File: src/rtl/psr_pkg.sv
// Shared definitions for the PSR flag unit: bit positions, ALU op encodings and per-op update masks.
// The optional shadow register is enabled by defining PSR_SHADOW_EN when building psr_flag_unit.
package psr_pkg;

    localparam int PSR_W = 5;

    // Consumers index the PSR only by these positions.
    localparam int PSR_N = 4;
    localparam int PSR_Z = 3;
    localparam int PSR_L = 2;
    localparam int PSR_C = 1;
    localparam int PSR_F = 0;

    typedef enum logic [1:0] {
        OP_NONE = 2'b00,
        OP_ADD  = 2'b01,
        OP_SUB  = 2'b10,
        OP_CMP  = 2'b11
    } alu_op_e;

    localparam logic [PSR_W-1:0] MASK_NONE  = 5'b00000;
    localparam logic [PSR_W-1:0] MASK_ARITH = 5'b00011;
    localparam logic [PSR_W-1:0] MASK_CMP   = 5'b11100;

    localparam logic [PSR_W-1:0] PSR_RST_DEFAULT = 5'b00000;

    function automatic logic [PSR_W-1:0] psr_merge(
        input logic [PSR_W-1:0] old_psr,
        input logic [PSR_W-1:0] flags,
        input logic [PSR_W-1:0] mask
    );
        return (old_psr & ~mask) | (flags & mask);
    endfunction

endpackage

File: src/rtl/psr_flag_calc.sv
// Combinational flag generator: derives candidate flags and the mask of PSR bits the op is allowed to write.
module psr_flag_calc
    import psr_pkg::*;
#(
    parameter int WIDTH = 16
) (
    input  logic [WIDTH-1:0] op_a,
    input  logic [WIDTH-1:0] op_b,
    input  logic [1:0]       alu_op,
    output logic [PSR_W-1:0] flags,
    output logic [PSR_W-1:0] mask
);

    logic        [WIDTH:0]   sum;
    logic        [WIDTH:0]   diff;
    logic signed [WIDTH-1:0] sa;
    logic signed [WIDTH-1:0] sb;
    logic                    sign_a;
    logic                    sign_b;

    assign sum    = {1'b0, op_a} + {1'b0, op_b};
    // The extra top bit of the widened difference is the unsigned borrow.
    assign diff   = {1'b0, op_a} - {1'b0, op_b};
    assign sa     = op_a;
    assign sb     = op_b;
    assign sign_a = op_a[WIDTH-1];
    assign sign_b = op_b[WIDTH-1];

    always_comb begin
        flags = '0;
        mask  = MASK_NONE;
        unique case (alu_op_e'(alu_op))
            OP_ADD: begin
                flags[PSR_C] = sum[WIDTH];
                flags[PSR_F] = (sign_a == sign_b) && (sum[WIDTH-1] != sign_a);
                mask         = MASK_ARITH;
            end
            OP_SUB: begin
                flags[PSR_C] = diff[WIDTH];
                flags[PSR_F] = (sign_a != sign_b) && (diff[WIDTH-1] != sign_a);
                mask         = MASK_ARITH;
            end
            OP_CMP: begin
                flags[PSR_Z] = (op_a == op_b);
                flags[PSR_L] = (op_a > op_b);
                flags[PSR_N] = (sa > sb);
                mask         = MASK_CMP;
            end
            default: begin
                flags = '0;
                mask  = MASK_NONE;
            end
        endcase
    end

endmodule

File: src/rtl/psr_flag_unit.sv
// Architectural PSR with combinational bypass, explicit load, priority arbitration and optional
// interrupt shadow register (enabled by defining PSR_SHADOW_EN).
module psr_flag_unit
    import psr_pkg::*;
#(
    parameter int               WIDTH   = 16,
    parameter logic [PSR_W-1:0] PSR_RST = PSR_RST_DEFAULT
) (
    input  logic             clk,
    input  logic             reset_n,
    input  logic             alu_valid,
    input  logic [1:0]       alu_op,
    input  logic [WIDTH-1:0] op_a,
    input  logic [WIDTH-1:0] op_b,
    input  logic             stall,
    input  logic             psr_wr,
    input  logic [PSR_W-1:0] psr_wdata,
    input  logic             save_req,
    input  logic             restore_req,
    output logic [PSR_W-1:0] psr,
    output logic [PSR_W-1:0] psr_fwd,
    output logic             conflict
);

    logic [PSR_W-1:0] psr_q;
    logic [PSR_W-1:0] psr_d;
    logic [PSR_W-1:0] shadow_q;
    logic             conflict_q;
    logic             conflict_d;

    logic [PSR_W-1:0] calc_flags;
    logic [PSR_W-1:0] calc_mask;
    logic [PSR_W-1:0] alu_psr;
    logic             op_valid;
    logic             restore_en;
    logic             save_en;

    psr_flag_calc #(
        .WIDTH (WIDTH)
    ) u_calc (
        .op_a   (op_a),
        .op_b   (op_b),
        .alu_op (alu_op),
        .flags  (calc_flags),
        .mask   (calc_mask)
    );

    assign op_valid = alu_valid && (alu_op != OP_NONE);
    assign alu_psr  = psr_merge(psr_q, calc_flags, alu_valid ? calc_mask : MASK_NONE);

`ifdef PSR_SHADOW_EN
    logic [PSR_W-1:0] shadow_d;

    assign restore_en = restore_req;
    assign save_en    = save_req;
    // Save always captures the pre-update PSR, which also yields the swap on save+restore.
    assign shadow_d   = (!stall && save_en) ? psr_q : shadow_q;

    always_ff @(posedge clk or negedge reset_n) begin
        if (!reset_n) begin
            shadow_q <= PSR_RST;
        end else begin
            shadow_q <= shadow_d;
        end
    end
`else
    logic unused_shadow_reqs;

    assign restore_en         = 1'b0;
    assign save_en            = 1'b0;
    assign shadow_q           = PSR_RST;
    assign unused_shadow_reqs = save_req ^ restore_req ^ save_en;
`endif

    always_comb begin
        psr_d      = psr_q;
        conflict_d = 1'b0;
        if (!stall) begin
            if (restore_en) begin
                psr_d = shadow_q;
            end else if (psr_wr) begin
                psr_d = psr_wdata;
            end else begin
                psr_d = alu_psr;
            end
            conflict_d = (restore_en && (psr_wr || op_valid)) || (psr_wr && op_valid);
        end
    end

    always_ff @(posedge clk or negedge reset_n) begin
        if (!reset_n) begin
            psr_q      <= PSR_RST;
            conflict_q <= 1'b0;
        end else begin
            psr_q      <= psr_d;
            conflict_q <= conflict_d;
        end
    end

    assign psr      = psr_q;
    assign conflict = conflict_q;
    // Bypass is forced to the reset value while reset is held so consumers never see stale flags.
    assign psr_fwd  = reset_n ? psr_d : PSR_RST;

endmodule

File: config.mk
export PLATFORM = sky130hd
export DESIGN_NAME = psr_flag_unit
export DESIGN_NICKNAME = d
export VERILOG_FILES = /design/src/rtl/psr_pkg.sv /design/src/rtl/psr_flag_calc.sv /design/src/rtl/psr_flag_unit.sv
export SDC_FILE = /design/constraint.sdc
export NUM_CORES = 1
export LEC_CHECK = 0
export BUFFER_PORTS_ARGS = -buffer_cell sky130_fd_sc_hd__buf_4
export CAP_MARGIN = 25
export CORE_UTILIZATION = 35
export CTS_CLUSTER_SIZE = 24
export DETAILED_ROUTE_END_ITERATION = 12
export GPL_ROUTABILITY_DRIVEN = 1
export PLACE_DENSITY = 0.6
export REMOVE_ABC_BUFFERS = 1
export SYNTH_ARGS = -nofsm -noshare
export SYNTH_HDL_FRONTEND = slang
export SYNTH_HIERARCHICAL = 1
export SYNTH_SLANG_ARGS = --single-unit
File: constraint.sdc
create_clock -name clk -period 3 [get_ports clk]
set_input_delay 0.15 -clock clk [delete_from_list [all_inputs] [get_ports clk]]
set_output_delay 0.15 -clock clk [all_outputs]
set_load 0.005 [all_outputs]
==> impl_metrics.env <==
export IMPL_vias_per_cell=5.120
export IMPL_timing_critical_path_required_ps=2850
export IMPL_power_ir_vdd_worst_v=0.0001698
export IMPL_power_leakage_nw=0.9895
export IMPL_globalplace_congestion=0.8606
export IMPL_pin_count_of_the_biggest_net_entering_global_routing=18
export IMPL_clock_tree_htree_level_count=1
export IMPL_grt_ovfl_total=0
export IMPL_worst_setup_path_endpoint="psr_fwd[0]"
export IMPL_floorplan_die_area_um2=4416
export IMPL_seq_area_frac_synth_pct=10.33
export IMPL_syn2layout_area_growth_pct=32.19
export IMPL_yosysUniqueCellTypes=41
export IMPL_clkTransAtPathRegs_ps=40
export IMPL_rr_worst_depth=2
export IMPL_worst_skew_pair_late_latency_ps=220
export IMPL_timing_max_slew_rel_slack_pct=71.60
export IMPL_min_period_over_period_pct=86.27
export IMPL_hp_class="in -> reg"
export IMPL_chipHeight_um=66.45
export IMPL_tritoncts="done"
export IMPL_core_rowCount=23
export IMPL_grt_pass1_wl_mm=5.326
export IMPL_timing_reg2reg_setup_slack_ps=2330
export IMPL_setup_worst_path_start="op_a[14]"
export IMPL_drc=0
export IMPL_numClockSinks=6
export IMPL_detail_route_first_pass_iterations=4
export IMPL_initial_utilization_pct=36.35
export IMPL_crit_path_max_fanout=6
export IMPL_critical_hold_path_startpoint="psr_wdata[0]"
export IMPL_power_density_nw_per_um2=237.8
export IMPL_fin_ws_ps=412.0
export IMPL_top_level_ports=57
export IMPL_finalHoldViolCount=0
export IMPL_max_slew_worst_pin_slew_ps=420.1
export IMPL_syn_instance_count=190
export IMPL_die_w_um=66.45
export IMPL_routedWlPerCell_um=11.22
export IMPL_post_cts_setup_buffer_count=0
export IMPL_worst_setup_path_end_kind="output port"
export IMPL_fillCellCount=435
export IMPL_antennaDiodeCount=0
export IMPL_fraction_of_layout_instances_using_a_drive_strength_above_1_pct=25.73
export IMPL_most_area_hungry_cell_type_in_the_yosys_netlist="ha_1"
export IMPL_standard_cell_area_after_detailed_placement_um2=1871
export IMPL_final_setup_skew_ps=0
export IMPL_report_final_slew_viol_count=0
export IMPL_synth_seq_cells=6
export IMPL_yosys_top_cells_area="ha_1, dfrtp_1, inv_1"
export IMPL_synthesis_area_per_instance_um2=7.652
export IMPL_number_of_enable_flip_flop_cells_after_synthesis=0
export IMPL_dpl_hpwl_mm=2.773
export IMPL_drt_antenna_violating_nets=0
export IMPL_mappedNetlistArea_um2=1454
export IMPL_global_route_usage_total_pct=15.20
export IMPL_status="finished clean"
export IMPL_rsz_0062_raised_after_global_routing="false"
export IMPL_number_of_nets_in_the_final_layout=324
export IMPL_critical_path_max_stage_delay_ps=470
export IMPL_setup_crit_start_kind="primary input"
export IMPL_final_design_area_no_fill_um2=1922
export IMPL_yosys_most_used_dff="dfrtp_1"
export IMPL_routed_wl_mm=3.264
export IMPL_critical_path_arrival_ps=2440
export IMPL_grt_pass1_vias=1295
export IMPL_core_um2=4000
export IMPL_number_of_warning_messages_in_the_yosys_log=6
export IMPL_crit_reg2reg_launch="psr[4]"
export IMPL_drtIter0Drc=37
export IMPL_drv_max_cap_violation_count=0
export IMPL_cts_resized=0
export IMPL_sum_of_negative_setup_slack_ps=0
export IMPL_post_synth_top_area_fraction_pct=30.12
export IMPL_crit_path_cell_trace="buf_4 > ha_1 > nor3_2 > nand2b_1 > nor3_2 > a211oi_1 > or4b_1 > a31oi_1 > and4b_1 > a21oi_1 > o21ai_1 > buf_4"
export IMPL_finalCriticalPeriod_ps=2588
export IMPL_path_class="in -> out"
export IMPL_timing_hold_ws_ps=226.4
export IMPL_setup_violations=0
export IMPL_dr_total_vias=1490
export IMPL_async_reset_ff_share_pct=100.0
export IMPL_cts_root_buf="clkbuf_8"
export IMPL_initial_antenna_violation_count=0
export IMPL_dp_slack_ps=415.4
export IMPL_reg2reg_end="psr[4]"
export IMPL_numCtsBuffers=3
export IMPL_maxClockFrequency_mhz=386.4
export IMPL_critical_path_slowest_cell="or4b_1"
export IMPL_portBuffers=54
export IMPL_max_clock_path_buffers=2
==> how the worst min path moves through the flow <==
stage                          end  slack [ps]  cells past startpoint
after CTS                   psr[0]         220                      3
final                       psr[0]         230                      3
after global routing      conflict         240                      2
after global placement      psr[1]         -10                      1
after detailed placement    psr[1]         -10                      1
after floorplan           conflict        -150                      0
==> state kept, by name, summed over array words and instances (netlist names) <==
signal / count
conflict: 1
psr: 5
==> metrics by stage <==
step,std cells,utilization (%),power [mW]
6_report,291,48.05,0.4569
5_1_grt,291,48.05,0.4974
4_1_cts,291,48.05,0.4607
3_5_place_dp,287,46.76,0.3363
3_3_place_gp,287,46.76,0.3348
2_1_floorplan,183,-,0.2242
==> area by class of cell <==
type                       instances  area (um2)  area share, %
multi-input combinational        148        1144          59.51
tap                               50       62.56          3.255
sequential                         6       150.1          7.813
clock buffer                       3       41.29          2.148
timing repair buffer              55       415.4          21.61
inverter                          29       108.9          5.664
==> layout by cell type, fill, tap and decap left out, drive strengths merged, types with 6 or more instances in the layout <==
cell type and n:
o21ai 19, a21oi 22, ha 35, buf 54, inv 29, dfrtp 6, nor2 8
==> Yosys cell counts (all sizes together), types with 2 or more instances <==
library cell / number
a211oi: 2
a21o: 4
a21oi: 22
a221oi: 2
and4b: 5
buf: 5
clkbuf: 2
dfrtp: 6
ha: 35
inv: 29
nand2: 5
nand2b: 2
nand3: 4
nand3b: 2
nand4: 4
nor2: 8
nor2b: 5
nor3: 5
nor3b: 2
nor4: 2
o211ai: 5
o21ai: 19
o221ai: 2
==> layer usage <==
metal,vias to the layer above,GRT usage (%),share of wire (%)
met1,674,21.25,50
li1,790,-,-
met2,26,24.74,46
met3,0,3.425,4.1
met4,0,0.7979,0
met5,-,0,0
==> logic make-up after synthesis <==
group	share of synthesized area [%]
compound gates	26.42
simple gates	21.43
buf+inv	11.02
fa+ha+maj	30.12
flops	10.33
mux	0.6885
==> critical path: cells and delay by family <==
| family | cells | cell delay (ps) |
|---|---|---|
| AOI/OAI and AO/OA | 4 | 490 |
| and+or+nand+nor | 5 | 1190 |
| adders and majority gates | 1 | 370 |
| buffers and inverters | 2 | 250 |
==> where the power goes <==
part	total [mW]	internal [mW]	switching (mW)
Combinational	0.239	0.121	0.118
Sequential	0.0972	0.0906	0.00654
Clock	0.121	0.0862	0.0347
==> repair_timing <==
| action | CTS | global route |
|---|---|---|
| hold endpoints to repair | 6 | 0 |
| hold buffers | 1 | 0 |
| setup endpoints to repair | 0 | 0 |
(Power assumes the default switching activity.)
